**src/rtl/mips_defs.sv**
```systemverilog
// mips_defs: shared state encodings and constants for the sequential multiplier
package mips_defs;
  typedef enum logic [1:0] {
    MS_IDLE = 2'd0,
    MS_CALC = 2'd1,
    MS_DONE = 2'd2
  } ms_state_t;
  localparam int MULT_ITER = 32;
endpackage

```
**src/rtl/_32bit_add.sv**
```systemverilog
// _32bit_add: 32-bit ripple-carry adder
module _32bit_add (
  input  logic [31:0] a,
  input  logic [31:0] b,
  input  logic        cin,
  output logic [31:0] sum,
  output logic        cout
);
  // carry ripples bit by bit from cin upward
  always_comb begin
    logic c;
    c = cin;
    sum = '0;
    for (int i = 0; i < 32; i++) begin
      sum[i] = a[i] ^ b[i] ^ c;
      c = (a[i] & b[i]) | (c & (a[i] ^ b[i]));
    end
    cout = c;
  end
endmodule

```
**src/rtl/mult_seq_ctrl.sv**
```systemverilog
// mult_seq_ctrl: 32x32 unsigned shift-and-add multiplier sharing one ripple adder
module mult_seq_ctrl
  import mips_defs::*;
#(
  parameter int N_ITER = MULT_ITER,
  parameter int CNT_W  = 6
) (
  input  logic        clk,
  input  logic        reset,
  input  logic        start,
  input  logic [31:0] multiplicand,
  input  logic [31:0] multiplier,
  output logic        busy,
  output logic        done,
  output logic [31:0] product_hi,
  output logic [31:0] product_lo
);
  ms_state_t state, state_nxt;
  logic [CNT_W-1:0] cnt;
  logic [31:0] mcand_reg, hi_reg, lo_reg, sum;
  logic cout, last;
  assign last = cnt == CNT_W'(N_ITER - 1);
  _32bit_add u_add (
    .a    (hi_reg),
    .b    (lo_reg[0] ? mcand_reg : 32'h0),
    .cin  (1'b0),
    .sum  (sum),
    .cout (cout)
  );
  // state register
  always_ff @(posedge clk)
    state <= reset ? MS_IDLE : state_nxt;
  // next state and handshake outputs; start is only honoured in idle
  always_comb begin
    state_nxt = state;
    busy = state != MS_IDLE;
    done = state == MS_DONE;
    case (state)
      MS_IDLE: state_nxt = start ? MS_CALC : MS_IDLE;
      MS_CALC: state_nxt = last ? MS_DONE : MS_CALC;
      default: state_nxt = MS_IDLE;
    endcase
  end
  // operand capture, 65-bit shift of {cout,sum,lo} per iteration, and counter
  always_ff @(posedge clk) begin
    if (reset) begin
      cnt <= '0;
      mcand_reg <= '0;
      hi_reg <= '0;
      lo_reg <= '0;
    end else if (state == MS_IDLE && start) begin
      cnt <= '0;
      mcand_reg <= multiplicand;
      hi_reg <= '0;
      lo_reg <= multiplier;
    end else if (state == MS_CALC) begin
      cnt <= last ? cnt : cnt + 1'b1;
      {hi_reg, lo_reg} <= {cout, sum, lo_reg[31:1]};
    end
  end
  assign product_hi = hi_reg;
  assign product_lo = lo_reg;
endmodule

```
**config.mk**
```make
export PLATFORM = sky130hd
export DESIGN_NAME = mult_seq_ctrl
export DESIGN_NICKNAME = d
export VERILOG_FILES = /design/src/rtl/mips_defs.sv /design/src/rtl/_32bit_add.sv /design/src/rtl/mult_seq_ctrl.sv
export SDC_FILE = /design/constraint.sdc
export NUM_CORES = 1
export LEC_CHECK = 0
export CELL_PAD_IN_SITES_DETAIL_PLACEMENT = 1
export CELL_PAD_IN_SITES_GLOBAL_PLACEMENT = 2
export CORE_ASPECT_RATIO = 0.7
export CORE_MARGIN = 2
export CORE_UTILIZATION = 28
export DETAILED_ROUTE_END_ITERATION = 6
export PLACE_DENSITY = 0.93
export REMOVE_ABC_BUFFERS = 1
export SLEW_MARGIN = 0
export SYNTH_ARGS = -nofsm -noshare
export SYNTH_HDL_FRONTEND = slang
export SYNTH_SLANG_ARGS = --single-unit
```
**constraint.sdc**
```tcl
create_clock -name clk -period 15.75 [get_ports clk]
set_input_delay 1.575 -clock clk [delete_from_list [all_inputs] [get_ports clk]]
set_output_delay 1.575 -clock clk [all_outputs]
set_load 0.005 [all_outputs]
```
==> results of run 1 <==
## where the power goes
group / leakage (nW) / internal (W) / switching [W]
clock: 0.149 / 0.000140 / 0.000103
combinational: 1.36 / 0.0000394 / 0.0000395
sequential: 0.849 / 0.000275 / 0.00000867
## layout make-up
type,count,area (sq um),area share
multi-input cells,381,2360,0.366
flip-flops and latches,104,2080,0.323
repair buffers,139,1370,0.212
well taps,225,282,0.0436
clock buffers,10,229,0.0355
clock inverters,6,92.6,0.0143
inverters,10,37.5,0.00582
## per-stage QoR
step           total power (W)  hold WS, ns  setup WS [ns]
6_report              0.000607        0.455           3.09
5_1_grt               0.000638        0.475           2.60
4_1_cts               0.000618        0.459           3.00
3_5_place_dp          0.000370        0.449           3.04
3_3_place_gp          0.000367        0.438           3.30
2_1_floorplan         0.000320        0.426           3.29
## logic make-up (layout without fill, tap and decap cells)
logic type | after synthesis | count (layout)
AND/OR/NAND/NOR | 210 | 210
AO/OA/AOI/OAI | 136 | 136
flip-flops | 104 | 104
buffers and inverters | 48 | 165
adder cells (fa/ha/maj) | 33 | 33
XOR/XNOR | 2 | 2
## synthesized netlist by cell type
master | instances | area [sq um]
and2_1 | 28 | 175
and4_1 | 1 | 8.76
nor2_1 | 12 | 45.0
nor4_1 | 1 | 6.26
o21ai_0 | 2 | 10.0
ha_1 | 2 | 25.0
xor2_1 | 2 | 17.5
or4_1 | 1 | 7.51
o21a_1 | 1 | 7.51
o211ai_1 | 1 | 7.51
clkbuf_1 | 21 | 78.8
buf_6 | 1 | 11.3
fa_1 | 31 | 621
dfxtp_1 | 104 | 2080
nand3_1 | 2 | 10.0
a22oi_1 | 32 | 240
inv_1 | 10 | 37.5
a21oi_1 | 93 | 465
nand4_1 | 2 | 12.5
nand2_1 | 157 | 589
nor3b_2 | 1 | 12.5
or2b_1 | 1 | 7.51
buf_1 | 1 | 3.75
a311oi_1 | 1 | 8.76
buf_2 | 15 | 75.1
and3_1 | 1 | 6.26
a31oi_1 | 1 | 6.26
a211oi_1 | 5 | 37.5
or2_1 | 1 | 6.26
nor2b_1 | 2 | 12.5
## routing by layer
layer,part of all wire,vias up,GRT usage,wire length (um)
met4,0.010,0,0.0327,136
met2,0.48,87,0.267,6390
li1,-,1984,-,-
met5,0,-,0,0
met3,0.045,13,0.0362,604
met1,0.46,1970,0.209,6160
## path summary, 6_finish.rpt
check,start,to,slack [ns],cells past startpoint
worst max-delay path,product_lo[0],product_hi[30],3.09,39
worst min-delay path,mcand_reg[26],mcand_reg[26],0.45,2
worst max register to register,product_lo[0],product_hi[30],3.09,39
worst min register to register,mcand_reg[26],mcand_reg[26],0.45,2
## worst min-delay path: stages (launching register included)
cell	delay (ns)
dfxtp_1	0.31
nand2_1	0.05
a21oi_1	0.05
==> metrics.txt, run 1 <==
status=finished, final reports clean; TritonCTS clock tree=built; Sum Neg Setup Slack=0 ns; Final min period=12.66 ns; drt via density=4.63; # setup viols final=0; Num CTS Buffers=9; overall routed net length=13,300 um; most frequent CP cell=fa_1; # diodes=0; initial antenna violation count=0; vias=4,054; warnings from Yosys=0; WP buf/inv=5; max-cap viol count=0; RSZ-0062 raised after global routing=no; antenna viol nets, final=0; Util after Layout=0.397; Worst setup SP type=register; largest net degree at the start of global routing=76; FMAX=79.0 MHz; Critical Path RT=between 15 and 20 ns; initial cell density of the core=0.285; critical path class=reg -> reg; Nets=roughly 750; Yosys cell types=30; Row Count=39; Peak supply drop=between 0.05 and 0.06 mV; Synth Instances=533; Mean Syn Cell Area=around 8.7 sq um; worst-margin pin slew=1.07 ns; FF+latch count, synth=104; share of layout cells above drive strength 1=0.0400; post-synthesis adder-cell area fraction=0.139; PortBufs=132; Critical Path End Type=register; commonest non-fill, non-tap cells in the layout=nand2_1, clkdlybuf4s50_1, dfxtp_1; # Post-CTS Setup Buffers=0; WL/cell=approximately 15 um; clock buffer depth=2; GRT overflow=0; Final Hold Vio Count=0; drt pass-1 iters=4; final cell count without fillers=875; clock insertion delay at the later pin of the skew report=0.34 ns; Compound-Gate Fraction of Synth Area=0.169; commonest non-fill, non-tap cell in the layout=nand2_1; CTS H-tree lvls=3; relative slew slack=0.289; type of the most critical hold path=reg -> reg; dpl cells=between 800 and 900; post-synthesis xor/xnor area fraction=0.00378; Ports=133; DRT iter0 DRCs=121; CP peak stage delay=0.41 ns; CORE AREA=about 0.016 sq mm; CP max stage cell=fa_1; DP HPWL=9420 um; synthesized cell area=0.00463 sq mm; DIE AREA=0.0176 sq mm; vias in the first global route=4,487; DIE HEIGHT=112 um; mux share of post-synthesis cell area=0; crit path DAT=12.91 ns; Final Cycle Share=0.804; Final Max Slew Viols=0; DRC=0; hold buffers post-CTS=0; Leak Pwr=2.35 nW; Max FO, Critical Path=2; main combinational cell family by area after synthesis=simple AND/OR/NAND/NOR gates; Post-DP Area=0.00613 sq mm; Finished Cell Area=0.00645 sq mm; clk root buf=clkbuf_16; total clock sinks=104; die extent in x=158 um; Area Overhead vs Synth=39.3%; PD cells=94.0 mW/mm^2; Post-CTS Resized=0; number of fill cells in the layout=1,875; gpl congestion=0.767; Post-Synth Simple-Gate Area=0.194; first-pass GRT wire length=around 23,000 um; clk slew on worst S/H paths=0.07 ns; GRT Overall Usage=0.159; Seq/Total Area, Yosys=0.449; crit-path leading delay family=adder cells; clk_skew=between 0.005 and 0.006 ns
Note: power is estimated with default switching activity, not from simulation.
==> run 2: changes to the inputs <==
==> constraint.sdc (replaced) <==
create_clock -name clk -period 12.85 [get_ports clk]
set_input_delay 1.285 -clock clk [delete_from_list [all_inputs] [get_ports clk]]
set_output_delay 1.285 -clock clk [all_outputs]
set_load 0.005 [all_outputs]
==> metrics.txt, run 2 (synthesis gave the netlist of run 1 again) <==
status=finished, final reports clean; critical path class=reg -> reg; Final Max Slew Viols=0; first-pass GRT wire length=22,400 um; type of the most critical hold path=reg -> reg; Leak Pwr=2.34 nW; Finished Cell Area=0.00645 sq mm; Sum Neg Setup Slack=0 ns; Critical Path RT=roughly 13 ns; overall routed net length=around 14,000 um; clk root buf=clkbuf_16; Comb pwr share=0.137; drt pass-1 iters=6; vias in the first global route=4,459; share of power burned in registers=0.486; switching portion of total power=0.259; FMAX=80.6 MHz; commonest non-fill, non-tap cells in the layout=nand2_1, clkdlybuf4s50_1, dfxtp_1; RSZ-0062 raised after global routing=no; commonest non-fill, non-tap cell in the layout=nand2_1; gpl congestion=0.746; CP peak stage delay=about 0.42 ns; clock buffer depth=2; Pint=0.000529 W; Row Count=39; Peak supply drop=0.0665 mV; initial antenna violation count=1; die extent in x=approximately 160 um; Num CTS Buffers=9; Nets=746; DP HPWL=9610 um; DRT iter0 DRCs=141; Final min period=12.40 ns; CP max stage cell=fa_1; Final Cycle Share=0.965; Final Hold Vio Count=0; total clock sinks=104; Max FO, Critical Path=2; largest net degree at the start of global routing=69; max-cap viol count=0; Critical Path End Type=register; most frequent CP cell=fa_1; vias=4,054; clk_skew=0.00661 ns; # setup viols final=0; antenna viol nets, final=0; DIE HEIGHT=112 um; number of fill cells in the layout=1,882; clock share of power=0.376; hold buffers post-CTS=0; PortBufs=~130; Ports=133; Area Overhead vs Synth=39.3%; # diodes=0; Post-DP Area=0.00614 sq mm; CORE AREA=0.0162 sq mm; worst-margin pin slew=1.29 ns; PD cells=111 mW/mm^2; share of layout cells above drive strength 1=0.0553; drt via density=4.63; initial cell density of the core=0.285; crit path DAT=12.67 ns; switching pwr=0.000185 W; clock insertion delay at the later pin of the skew report=between 0.3 and 0.4 ns; clk slew on worst S/H paths=0.07 ns; TritonCTS clock tree=built; CTS H-tree lvls=3; relative slew slack=0.141; GRT Overall Usage=0.159; DIE AREA=0.0176 sq mm; WL/cell=15.5 um; Worst setup SP type=register; DRC=0; GRT overflow=0
==> run 2: changes by cell type in the layout (fill, tap and decap cells not counted), sizes merged <==
cell and delta:
clkinvlp -1, bufinv -2, buf +1, inv +1, clkbuf +1, clkinv +1
==> run 2: path summary, 6_finish.rpt <==
path                                     from        endpoint  slack, ns  depth (start not counted)
worst max-delay path            product_lo[0]  product_hi[30]       0.45                         39
worst min-delay path            mcand_reg[25]   mcand_reg[25]       0.45                          2
worst max register to register  product_lo[0]  product_hi[30]       0.45                         39
worst min register to register  mcand_reg[25]   mcand_reg[25]       0.45                          2
==> run 2: layout make-up <==
type | instances | area, sq um | area share
Clock buffer | 11 | 253 | 0.0392
Clock inverter | 5 | 38.8 | 0.00601
Inverter | 10 | 37.5 | 0.00582
Multi-Input combinational cell | 381 | 2380 | 0.370
Sequential cell | 104 | 2080 | 0.323
Tap cell | 225 | 282 | 0.0436
Timing Repair Buffer | 140 | 1380 | 0.213
==> run 2: worst max-delay path, delay by kind of cell (launching register included) <==
family / cells / cell delay [ns]
buffers and inverters: 5 / 0.33
and+or+nand+nor: 1 / 0.15
adders and majority gates: 32 / 11.37
DFF: 1 / 0.31
AOI/OAI and AO/OA: 1 / 0.18
==> run 2: repair_timing <==
action / 4_1_cts / 5_1_grt
pin swaps: 0 / 0
setup buffers: 0 / 0
cloned: 0 / 0
endpoints found under the setup margin: 1 / 1
gates resized for setup: 1 / 7
==> run 2: metal layers <==
metal  routed length (um)  global-route usage
met1                 6170               0.201
met2                 6700               0.274
met3                  602              0.0393
met4                  116              0.0364
met5                   13                   0
==> run 2: per-stage QoR <==
stage               setup WS, ns  total power, W  hold slack, ns  instances   util
finish                     0.448        0.000715           0.452        876  0.397
global route              0.0124        0.000749           0.481        876  0.397
CTS                       0.0501        0.000726           0.455        876  0.396
detailed placement        0.0218        0.000454           0.446        860  0.378
global placement           0.402        0.000450           0.439        860  0.378
floorplan                  0.387        0.000393           0.426        495      -
==> run 2: power groups by stage <==
stage	combinational (W)	clock [W]	sequential (W)
floorplan	0.0000384	0	0.000354
global placement	0.0000960	0	0.000354
detailed placement	0.0000989	0	0.000355
CTS	0.0000995	0.000279	0.000348
global route	0.000109	0.000290	0.000350
finish	0.0000980	0.000269	0.000348
